<file path="config.mk">
export PLATFORM = sky130hd
export DESIGN_NAME = pipeline_hazard_ctrl_flat
export DESIGN_NICKNAME = d
export VERILOG_FILES = /design/src/rtl/mips_pipe_pkg.sv /design/src/rtl/pipeline_hazard_ctrl_if.sv /design/src/rtl/hazard_scoreboard.sv /design/src/rtl/pipeline_hazard_ctrl.sv /design/src/flat_wrapper.sv
export SDC_FILE = /design/constraint.sdc
export NUM_CORES = 1
export LEC_CHECK = 0
export CELL_PAD_IN_SITES_DETAIL_PLACEMENT = 0
export CELL_PAD_IN_SITES_GLOBAL_PLACEMENT = 2
export CORE_MARGIN = 1
export CORE_UTILIZATION = 36
export CTS_CLUSTER_SIZE = 16
export DETAILED_ROUTE_END_ITERATION = 8
export PLACE_DENSITY_LB_ADDON = 0.25
export SYNTH_ARGS = -nofsm -noshare
export SYNTH_HDL_FRONTEND = slang
export SYNTH_HIERARCHICAL = 1
export SYNTH_SLANG_ARGS = --single-unit
</file>
<file path="constraint.sdc">
create_clock -name clk -period 4.9 [get_ports clk]
set_input_delay 1.47 -clock clk [delete_from_list [all_inputs] [get_ports clk]]
set_output_delay 1.47 -clock clk [all_outputs]
set_load 0.01 [all_outputs]
</file>
<file path="src/rtl/mips_pipe_pkg.sv">
// Shared types and constants for the MIPS pipeline hazard/forwarding control.
package mips_pipe_pkg;

  // Scoreboard register fields are stored at this width; narrower addresses are zero-extended.
  localparam int SB_REG_W    = 8;
  localparam int FWD_REGFILE = 0;
  localparam int SLOT_EX     = 0;
  localparam int SLOT_MEM    = 1;
  localparam int SLOT_WB     = 2;

  typedef struct packed {
    logic                valid;
    logic [SB_REG_W-1:0] rd;
    logic                regwrite;
    logic                is_load;
    logic [SB_REG_W-1:0] rs;
    logic [SB_REG_W-1:0] rt;
    logic                uses_rs;
    logic                uses_rt;
  } sb_entry_t;

  // Register $0 is hardwired, so it never produces a dependency.
  function automatic logic sb_match(sb_entry_t e, logic [SB_REG_W-1:0] r);
    return e.valid && e.regwrite && (e.rd == r) && (r != '0);
  endfunction

endpackage

</file>
<file path="src/rtl/pipeline_hazard_ctrl_if.sv">
// ID-stage request / hazard-control response bundle between the pipe and the hazard unit.
interface pipeline_hazard_ctrl_if #(
  parameter int REG_ADDR_W = 5,
  parameter int FWD_SEL_W  = 2,
  parameter int CNT_W      = 16
);
  logic                  id_valid;
  logic [REG_ADDR_W-1:0] id_rs;
  logic [REG_ADDR_W-1:0] id_rt;
  logic                  id_uses_rs;
  logic                  id_uses_rt;
  logic [REG_ADDR_W-1:0] id_rd;
  logic                  id_regwrite;
  logic                  id_memread;
  logic                  ex_redirect;
  logic                  mem_busy;
  logic                  pc_write_en;
  logic                  if_id_write_en;
  logic                  if_id_flush;
  logic                  id_ex_bubble;
  logic [FWD_SEL_W-1:0]  fwd_a_sel;
  logic [FWD_SEL_W-1:0]  fwd_b_sel;
  logic                  load_use_stall;
  logic [CNT_W-1:0]      stall_count;

  modport master (
    output id_valid, id_rs, id_rt, id_uses_rs, id_uses_rt, id_rd, id_regwrite,
           id_memread, ex_redirect, mem_busy,
    input  pc_write_en, if_id_write_en, if_id_flush, id_ex_bubble,
           fwd_a_sel, fwd_b_sel, load_use_stall, stall_count
  );

  modport slave (
    input  id_valid, id_rs, id_rt, id_uses_rs, id_uses_rt, id_rd, id_regwrite,
           id_memread, ex_redirect, mem_busy,
    output pc_write_en, if_id_write_en, if_id_flush, id_ex_bubble,
           fwd_a_sel, fwd_b_sel, load_use_stall, stall_count
  );
endinterface

</file>
<file path="src/rtl/hazard_scoreboard.sv">
// In-flight destination scoreboard (slot 0 = EX) with load-use and forward-select match logic.
module hazard_scoreboard
  import mips_pipe_pkg::*;
#(
  parameter int DEPTH        = 2,
  parameter int LOAD_LATENCY = 1,
  parameter int FWD_SEL_W    = 2
) (
  input  logic                 clk,
  input  logic                 reset,
  input  logic                 advance,
  input  sb_entry_t            new_entry,
  input  logic                 id_valid,
  input  logic [SB_REG_W-1:0]  id_rs,
  input  logic [SB_REG_W-1:0]  id_rt,
  input  logic                 id_uses_rs,
  input  logic                 id_uses_rt,
  output logic                 load_hit,
  output logic [FWD_SEL_W-1:0] fwd_a_sel,
  output logic [FWD_SEL_W-1:0] fwd_b_sel
);

  sb_entry_t slot [DEPTH+1];

  // Only the valid bits are control; payload fields are don't-care while invalid.
  always_ff @(posedge clk) begin
    if (reset) begin
      for (int k = 0; k <= DEPTH; k++) slot[k].valid <= 1'b0;
    end else if (advance) begin
      slot[0] <= new_entry;
      for (int k = 1; k <= DEPTH; k++) slot[k] <= slot[k-1];
    end
  end

  always_comb begin
    load_hit = 1'b0;
    for (int k = 0; k < LOAD_LATENCY; k++) begin
      if (id_valid && slot[k].is_load &&
          ((id_uses_rs && sb_match(slot[k], id_rs)) ||
           (id_uses_rt && sb_match(slot[k], id_rt))))
        load_hit = 1'b1;
    end
  end

  // Scan oldest to youngest so the youngest matching producer overrides.
  always_comb begin
    fwd_a_sel = FWD_SEL_W'(FWD_REGFILE);
    fwd_b_sel = FWD_SEL_W'(FWD_REGFILE);
    for (int k = DEPTH; k >= 1; k--) begin
      if (slot[SLOT_EX].valid && slot[SLOT_EX].uses_rs && sb_match(slot[k], slot[SLOT_EX].rs))
        fwd_a_sel = FWD_SEL_W'(k);
      if (slot[SLOT_EX].valid && slot[SLOT_EX].uses_rt && sb_match(slot[k], slot[SLOT_EX].rt))
        fwd_b_sel = FWD_SEL_W'(k);
    end
  end

endmodule

</file>
<file path="src/rtl/pipeline_hazard_ctrl.sv">
// Hazard/forwarding controller: stall, flush and freeze priority decode around the scoreboard.
module pipeline_hazard_ctrl
  import mips_pipe_pkg::*;
#(
  parameter int REG_ADDR_W     = 5,
  parameter int NUM_FWD_STAGES = 2,
  parameter int LOAD_LATENCY   = 1,
  parameter int FWD_SEL_W      = $clog2(NUM_FWD_STAGES + 1),
  parameter int CNT_W          = 16
) (
  input  logic                    clk,
  input  logic                    reset,
  pipeline_hazard_ctrl_if.slave   hz
);

  logic                 load_hit;
  logic                 stall;
  logic                 advance;
  logic [FWD_SEL_W-1:0] fwd_a;
  logic [FWD_SEL_W-1:0] fwd_b;
  logic [CNT_W-1:0]     stall_cnt;
  sb_entry_t            new_entry;

  // Freeze beats redirect, and redirect beats load-use stall.
  assign advance = !hz.mem_busy;
  assign stall   = !reset && !hz.mem_busy && !hz.ex_redirect && load_hit;

  always_comb begin
    new_entry          = '0;
    new_entry.valid    = hz.id_valid && !stall && !hz.ex_redirect;
    new_entry.rd       = SB_REG_W'(hz.id_rd);
    new_entry.regwrite = hz.id_regwrite;
    new_entry.is_load  = hz.id_memread;
    new_entry.rs       = SB_REG_W'(hz.id_rs);
    new_entry.rt       = SB_REG_W'(hz.id_rt);
    new_entry.uses_rs  = hz.id_uses_rs;
    new_entry.uses_rt  = hz.id_uses_rt;
  end

  hazard_scoreboard #(
    .DEPTH        (NUM_FWD_STAGES),
    .LOAD_LATENCY (LOAD_LATENCY),
    .FWD_SEL_W    (FWD_SEL_W)
  ) u_sb (
    .clk        (clk),
    .reset      (reset),
    .advance    (advance),
    .new_entry  (new_entry),
    .id_valid   (hz.id_valid),
    .id_rs      (SB_REG_W'(hz.id_rs)),
    .id_rt      (SB_REG_W'(hz.id_rt)),
    .id_uses_rs (hz.id_uses_rs),
    .id_uses_rt (hz.id_uses_rt),
    .load_hit   (load_hit),
    .fwd_a_sel  (fwd_a),
    .fwd_b_sel  (fwd_b)
  );

  always_comb begin
    hz.pc_write_en    = 1'b1;
    hz.if_id_write_en = 1'b1;
    hz.if_id_flush    = 1'b0;
    hz.id_ex_bubble   = 1'b0;
    hz.load_use_stall = 1'b0;
    hz.fwd_a_sel      = reset ? FWD_SEL_W'(FWD_REGFILE) : fwd_a;
    hz.fwd_b_sel      = reset ? FWD_SEL_W'(FWD_REGFILE) : fwd_b;
    if (!reset) begin
      if (hz.mem_busy) begin
        hz.pc_write_en    = 1'b0;
        hz.if_id_write_en = 1'b0;
      end else begin
        hz.if_id_flush    = hz.ex_redirect;
        hz.id_ex_bubble   = hz.ex_redirect || stall;
        hz.pc_write_en    = !stall;
        hz.if_id_write_en = !stall;
        hz.load_use_stall = stall;
      end
    end
  end

  always_ff @(posedge clk) begin
    if (reset)
      stall_cnt <= '0;
    else if (stall && (stall_cnt != '1))
      stall_cnt <= stall_cnt + 1'b1;
  end

  assign hz.stall_count = stall_cnt;

endmodule

</file>
<file path="src/flat_wrapper.sv">
// flat-port wrapper written by rule: the top's interface ports become plain ports
module pipeline_hazard_ctrl_flat import mips_pipe_pkg::*;
#(
  parameter int REG_ADDR_W     = 5,
  parameter int NUM_FWD_STAGES = 2,
  parameter int LOAD_LATENCY   = 1,
  parameter int FWD_SEL_W      = $clog2(NUM_FWD_STAGES + 1),
  parameter int CNT_W          = 16
)
  (clk, reset, hz_id_valid, hz_id_rs, hz_id_rt, hz_id_uses_rs, hz_id_uses_rt, hz_id_rd, hz_id_regwrite, hz_id_memread, hz_ex_redirect, hz_mem_busy, hz_pc_write_en, hz_if_id_write_en, hz_if_id_flush, hz_id_ex_bubble, hz_fwd_a_sel, hz_fwd_b_sel, hz_load_use_stall, hz_stall_count);
  pipeline_hazard_ctrl_if #(.REG_ADDR_W(REG_ADDR_W), .FWD_SEL_W(FWD_SEL_W), .CNT_W(CNT_W)) hz_i ();
  input  logic clk;
  input  logic reset;
  input wire logic [$bits(hz_i.id_valid)-1:0] hz_id_valid;
  input wire logic [$bits(hz_i.id_rs)-1:0] hz_id_rs;
  input wire logic [$bits(hz_i.id_rt)-1:0] hz_id_rt;
  input wire logic [$bits(hz_i.id_uses_rs)-1:0] hz_id_uses_rs;
  input wire logic [$bits(hz_i.id_uses_rt)-1:0] hz_id_uses_rt;
  input wire logic [$bits(hz_i.id_rd)-1:0] hz_id_rd;
  input wire logic [$bits(hz_i.id_regwrite)-1:0] hz_id_regwrite;
  input wire logic [$bits(hz_i.id_memread)-1:0] hz_id_memread;
  input wire logic [$bits(hz_i.ex_redirect)-1:0] hz_ex_redirect;
  input wire logic [$bits(hz_i.mem_busy)-1:0] hz_mem_busy;
  output wire logic [$bits(hz_i.pc_write_en)-1:0] hz_pc_write_en;
  output wire logic [$bits(hz_i.if_id_write_en)-1:0] hz_if_id_write_en;
  output wire logic [$bits(hz_i.if_id_flush)-1:0] hz_if_id_flush;
  output wire logic [$bits(hz_i.id_ex_bubble)-1:0] hz_id_ex_bubble;
  output wire logic [$bits(hz_i.fwd_a_sel)-1:0] hz_fwd_a_sel;
  output wire logic [$bits(hz_i.fwd_b_sel)-1:0] hz_fwd_b_sel;
  output wire logic [$bits(hz_i.load_use_stall)-1:0] hz_load_use_stall;
  output wire logic [$bits(hz_i.stall_count)-1:0] hz_stall_count;
  assign hz_i.id_valid = hz_id_valid;
  assign hz_i.id_rs = hz_id_rs;
  assign hz_i.id_rt = hz_id_rt;
  assign hz_i.id_uses_rs = hz_id_uses_rs;
  assign hz_i.id_uses_rt = hz_id_uses_rt;
  assign hz_i.id_rd = hz_id_rd;
  assign hz_i.id_regwrite = hz_id_regwrite;
  assign hz_i.id_memread = hz_id_memread;
  assign hz_i.ex_redirect = hz_ex_redirect;
  assign hz_i.mem_busy = hz_mem_busy;
  assign hz_pc_write_en = hz_i.pc_write_en;
  assign hz_if_id_write_en = hz_i.if_id_write_en;
  assign hz_if_id_flush = hz_i.if_id_flush;
  assign hz_id_ex_bubble = hz_i.id_ex_bubble;
  assign hz_fwd_a_sel = hz_i.fwd_a_sel;
  assign hz_fwd_b_sel = hz_i.fwd_b_sel;
  assign hz_load_use_stall = hz_i.load_use_stall;
  assign hz_stall_count = hz_i.stall_count;
  pipeline_hazard_ctrl #(.REG_ADDR_W(REG_ADDR_W), .NUM_FWD_STAGES(NUM_FWD_STAGES), .LOAD_LATENCY(LOAD_LATENCY), .FWD_SEL_W(FWD_SEL_W), .CNT_W(CNT_W)) u_core (.clk(clk), .reset(reset), .hz(hz_i));
endmodule
</file>
==> results of run 1 <==
-- state kept, by name, summed over array words and instances, names as in the netlist --
name and count:
u_core/hz.stall_count 16, u_core/u_sb/slot 49
-- cells in the final DEF (no fill, tap or decap), types with 3 or more instances in the layout --
cell type	n
a21oi_1	10
and2_1	49
buf_4	11
clkbuf_8	9
clkdlybuf4s50_1	37
clkinvlp_4	3
conb_1	21
dfxtp_1	16
dlygate4sd2_1	5
dlymetal6s2s_1	3
edfxtp_1	49
inv_1	4
mux2_2	3
nand2_1	10
nand3_1	12
nand4_1	15
nor2_1	8
nor2b_1	9
nor3_1	4
nor4_1	13
o21ai_0	6
or3_1	8
or4_1	4
xnor2_1	24
xor2_1	23
-- through the flow --
step	area (µm²)	hold slack [ns]	worst slack, ns	setup TNS (ns)	utilization
final	4330	0.528	0.0697	0	0.487
after global routing	4330	0.574	0.000449	0	0.487
after CTS	4320	0.526	-0.0495	-0.0495	0.486
after detailed placement	4120	0.514	-0.640	-1.68	0.463
after global placement	4120	0.502	-0.597	-1.62	0.463
after floorplan	3450	0.523	0.349	0	-
-- per-layer routing --
layer  track usage  vias to the layer above  share of wire
li1              -                     1267              -
met5             0                        -              0
met3        0.0312                       11          0.038
met2         0.222                       51           0.43
met4        0.0792                        0          0.019
met1         0.224                     1094           0.52
-- power groups by stage --
stage               sequential, mW  clock [mW]  combinational (mW)
finish                       0.640       0.452              0.0961
global route                 0.644       0.489               0.107
CTS                          0.641       0.469              0.0969
detailed placement           0.654           0              0.0967
global placement             0.653           0              0.0960
floorplan                    0.645           0              0.0580
-- worst register-to-register path, delay by kind of cell, from the launching register on --
family | cells | cell delay [ns]
xor+xnor | 1 | 0.20
flops | 1 | 0.50
compound gates | 3 | 0.68
simple gates | 4 | 1.41
buf+inv | 2 | 0.35
-- logic make-up (layout without fill, tap and decap cells) --
kind of cell / Yosys count / after routing / share of synthesized area
buf+inv: 14 / 80 / 0.0170
compound gates: 28 / 28 / 0.0519
mux: 4 / 4 / 0.0130
xor+xnor: 47 / 47 / 0.122
flops: 65 / 65 / 0.531
fa+ha+maj: 1 / 1 / 0.00371
other cells: 1 / 21 / 0.00111
simple gates: 147 / 147 / 0.261
-- final timing paths --
| path | startpoint | endpoint | slack, ns | cells after the start |
|---|---|---|---|---|
| worst max-delay path | hz_id_rs[2] | hz_id_ex_bubble | 0.07 | 8 |
| worst max register to register | u_core/u_sb/slot[0][22] | u_core/hz.stall_count[15] | 1.67 | 10 |
| worst min register to register | u_core/hz.stall_count[6] | u_core/hz.stall_count[6] | 0.53 | 1 |
| worst min-delay path | u_core/hz.stall_count[6] | u_core/hz.stall_count[6] | 0.53 | 1 |
-- layout make-up --
type / instances / area (µm²) / share of cell area
Clock buffer: 9 / 124 / 0.0286
Clock inverter: 7 / 71.3 / 0.0165
Inverter: 5 / 23.8 / 0.00549
Multi-Input combinational cell: 248 / 1630 / 0.376
Sequential cell: 65 / 1790 / 0.414
Tap cell: 108 / 135 / 0.0312
Timing Repair Buffer: 59 / 556 / 0.128
-- what timing repair did --
item	CTS	global route
setup endpoints to repair	4	3
resized for setup	21	6
hold buffers	0	0
pin swaps	6	4
==> metrics.txt, run 1 <==
maximum VDD drop approximately 0.00014 V; status completed; CP max-delay cell or4_1; fin crit share 0.986; synth warn 6; Total GRT Usage 0.156; P_sw 287 µW; drt first pass iters 4; top post-synthesis cells by area edfxtp_1, dfxtp_1, and2_1, xnor2_1, xor2_1; die footprint ~9800 µm²; switch share 0.241; post-DR vias/cell 4.84; Synth Register Bits 65; worst-path cell chain dlygate4sd2_1, xor2_1, or4_1, o22ai_2, or4b_4, clkinv_4, or2_2, buf_6; Inserted Diodes 0; vias in the first global route 2,242; FP Rows 34; cell family with most CP delay simple AND/OR/NAND/NOR gates; Slew Viols, Final 0; Filler cells 860; type of the worst min-delay path reg -> reg; DR iter-0 viols 92; Pleak roughly 1.5 nW; first-pass GRT wire length ~11,000 µm; CP required around 3.4 ns; worst-skew pair later-pin latency around 0.35 ns; port buffer count 48; clk sinks 65; endpoints failing setup 0; Critical Path Max Stage Delay ~0.55 ns; Syn-to-layout area delta 28.3%; Synth async-reset ratio 0; Seq/Total Area, Yosys 0.531; max cap viols 0; ratio of cells with drive above 1 in the final layout 0.109; Design Power between 1 and 1.5 mW; Syn Inst Count 307; WS Path Type in -> out; Post-synth EDFFs a little under 50; Comb pwr share 0.081; placed insts 485; clk buf depth 2; Pwr Density around 270 nW/µm²; final hold vios 0; prevailing post-synth register cell edfxtp_1; top cell type's share of synthesized area 0.436; top cells by count, synth and2_1, edfxtp_1, xnor2_1; Worst slew margin 0.139; RSZ-0062 raised after global routing no; Core Area 8890 µm²; CTS tree yes; Syn Area/Cell between 10 and 15 µm²; Seq pwr share 0.539; Startpoint Class input pin; Mapped Area between 3000 and 4000 µm²; die width approximately 99 µm; CTS Root Cell clkbuf_8; Buf+Inv Stages, Crit Path 3; total CTS buffers 9; nets between 400 and 500; average wire per standard cell around 14 µm; num ports just under 50; Post-CTS Setup Inserts 0; FMAX between 0.2 and 0.25 GHz; Pint 902 µW; post-route ant nets 0; crit-path max FO 4; non-filler cells in the finished layout about 500; DR vias roughly 2,400; Overflow after GRT 0; largest net degree at the start of global routing 96; area leader, netlist edfxtp_1; Least-Margin Pin Slew between 1 and 1.5 ns; H-tree Lvls 3; drt drc 0; CP endpoint kind output pin; DRT Wirelength around 7000 µm; initial antenna violation count 0; clock transition at the registers of the reported paths roughly 0.080 ns; post-layout min period 4.83 ns; Synth cell types 42; Die H between 90 and 100 µm; gpl congestion approximately 0.80; Clk network pwr share 0.381; DP HPWL roughly 5100 µm; clk_skew slightly above 0.009 ns; Starting Density 0.380; Critical Path AT ~3.4 ns
Power figures use the tool's default switching activity.
==> run 2, diff against run 1 <==
==> constraint.sdc (replaced) <==
create_clock -name clk -period 4.9 [get_ports clk]
set_input_delay 0.735 -clock clk [delete_from_list [all_inputs] [get_ports clk]]
set_output_delay 0.735 -clock clk [all_outputs]
set_load 0.01 [all_outputs]
==> run 2 against run 1 <==
Count of clock-buffer cells in the layout did not move; utilization fell by 1.4 points; design area fell by 2.9%; routed wire length rose by 2.0%; sequential share of layout area rose by 1.2 points; via count fell by 0.99%; first-iteration DRC count fell by 27%; sequential power barely moved; clock skew fell by 0.0038 ns; critical endpoint unchanged; largest power group unchanged; highest routed layer unchanged.
==> metrics.txt, run 2 (synthesis gave the netlist of run 1 again) <==
crit-path max FO 9 (+5); FF-to-FF path depth 9 (-1); Core Area 8890 µm² (unchanged); final hold vios 0 (unchanged); Critical Path AT 3.62 ns (+0.26 ns); port buffer count 48 (unchanged); Least-Margin Pin Slew 1.30 ns (+0.0220 ns); post-route ant nets 0 (unchanged); Critical Path Max Stage Delay 0.61 ns (+0.06 ns); gpl congestion 0.753 (-6.4%); DP HPWL 5280 µm (+3.8%); DR iter-0 viols 67 (-27%); worst setup margin 0.550 ns (+0.480 ns); final instance area 4210 µm² (-2.9%); Pleak 1.37 nW (-6.6%); P_sw 264 µW (-7.9%); Setup crit end hz_id_ex_bubble; R2R setup slack 1.65 ns (-0.02 ns); ratio of cells with drive above 1 in the final layout 0.0547 (-0.0547); placed insts 477 (-1.6%); Biggest register u_core/u_sb/slot; DR vias 2,399 (-0.99%); hold buffers post-CTS 0 (unchanged); reg2reg start u_core/u_sb/slot[0][22]; clk sinks 65 (unchanged); H-tree Lvls 3 (unchanged); most frequent cells in the layout and2_1, edfxtp_1, clkdlybuf4s50_1, xnor2_1, xor2_1; num ports 49 (unchanged); Starting Density 0.380 (unchanged); reg2reg end u_core/hz.stall_count[9]; WS Path Type in -> out; worst-path cell chain clkdlybuf4s50_1, nand4_1, or4_1, o22ai_1, or4b_1, clkinv_1, or2_2, clkdlybuf4s50_1; status completed; vias in the first global route 2,300 (+2.6%); Worst slew margin 0.124 (-0.0148); clock transition at the registers of the reported paths 0.07 ns (about the same); Die H 98.8 µm (unchanged); Critical Path Stages 8 (unchanged); non-filler cells in the finished layout 492 (-1.8%); Clk network pwr share 0.335 (-0.046); maximum VDD drop 0.000116 V (-15%); first-pass GRT wire length 11,500 µm (+0.48%); FMAX 0.230 GHz (+11%); Inserted Diodes 0 (unchanged); CP max-delay cell or4b_1; Pint 841 µW (-6.8%); Buf+Inv Stages, Crit Path 3 (unchanged); RSZ-0062 raised after global routing no; max FFs per register 49 (unchanged); average wire per standard cell 14.4 µm (+3.8%); max cap viols 0 (unchanged); post-layout min period 4.35 ns (-0.480 ns); clk buf depth 2 (unchanged); Syn-to-layout area delta 24.6%; Hold WS 0.533 ns (+0.00415 ns); drt first pass iters 4 (unchanged); TNS Setup 0 ns (unchanged); Slew Viols, Final 0 (unchanged); CP required 4.16 ns (+0.73 ns); worst-skew pair later-pin latency 0.34 ns (about the same); Startpoint Class input pin; clk_skew 0.00527 ns (-0.00381 ns); type of the worst min-delay path reg -> reg; drt drc 0 (unchanged); cell family with most CP delay simple AND/OR/NAND/NOR gates; die width 98.8 µm (unchanged); Post-CTS Resized 0 (-100%); Placement Cell Area 4060 µm² (-1.5%); fin crit share 0.888 (-0.0979); Pwr Density 262 nW/µm² (-4.4%); largest net degree at the start of global routing 49 (-49%); nets 405 (-1.9%); CP startpoint hz_id_valid; initial antenna violation count 0 (unchanged); post-DR vias/cell 4.88 (+0.82%); Seq pwr share 0.581 (+0.042); CP endpoint kind output pin; Post-Place Worst Slack 0.536 ns (+1.18 ns); total CTS buffers 9 (unchanged); Worst path most repeated cell clkdlybuf4s50_1; Total GRT Usage 0.156 (-0.000177); CTS Root Cell clkbuf_8; endpoints failing setup 0 (unchanged); DRT Wirelength 7100 µm (+2.0%); switch share 0.239 (-0.00204); CTS tree yes; die footprint 9770 µm² (unchanged); Post-CTS Setup Inserts 0 (unchanged); FP Rows 34 (unchanged); Comb pwr share 0.084 (+0.003); Overflow after GRT 0 (unchanged)
[run 2: cell count changes in the layout (fill, tap and decap cells not counted), sizes merged]
cell and change:
clkbuf -1, clkinvlp -2, clkinv +2, dlygate4sd2 -5
clkdlybuf4s50 +11, buf -10, dlymetal6s2s -3, bufinv -1
[run 2: power by group through the flow]
stage	Clock (mW)	Combinational, mW	Sequential, mW
after global routing	0.402	0.104	0.644
after detailed placement	0	0.0935	0.654
after global placement	0	0.0935	0.654
after CTS	0.379	0.0942	0.642
final	0.370	0.0933	0.641
after floorplan	0	0.0580	0.645
[run 2: area by class of cell]
cell class | count | area [µm²]
Sequential cell | 65 | 1790
Multi-Input combinational cell | 248 | 1610
Timing Repair Buffer | 51 | 503
Fill cell | 847 | 4680
Tap cell | 108 | 135
Clock inverter | 6 | 26.3
Inverter | 5 | 18.8
Clock buffer | 9 | 124
[run 2: stage by stage]
stage	power (mW)	utilization
4_1_cts	1.11	0.473
5_1_grt	1.15	0.473
2_1_floorplan	0.704	-
3_3_place_gp	0.747	0.456
3_5_place_dp	0.747	0.456
6_report	1.10	0.473
[run 2: worst min path at each step]
stage,from,to,slack (ns),depth (start not counted)
6_report,u_core/hz.stall_count[6],u_core/hz.stall_count[6],0.53,1
5_1_grt,u_core/u_sb/slot[0][57],u_core/u_sb/slot[0][86],0.57,1
4_1_cts,u_core/hz.stall_count[11],u_core/hz.stall_count[11],0.53,2
3_5_place_dp,u_core/hz.stall_count[11],u_core/hz.stall_count[11],0.52,2
3_3_place_gp,u_core/hz.stall_count[11],u_core/hz.stall_count[11],0.51,2
2_1_floorplan,u_core/hz.stall_count[11],u_core/hz.stall_count[11],0.52,2
[run 2: layer usage]
metal / GRT usage / share of wire
met1: 0.219 / 0.53
met2: 0.232 / 0.42
met3: 0.0291 / 0.033
met4: 0.0723 / 0.018
met5: 0 / 0
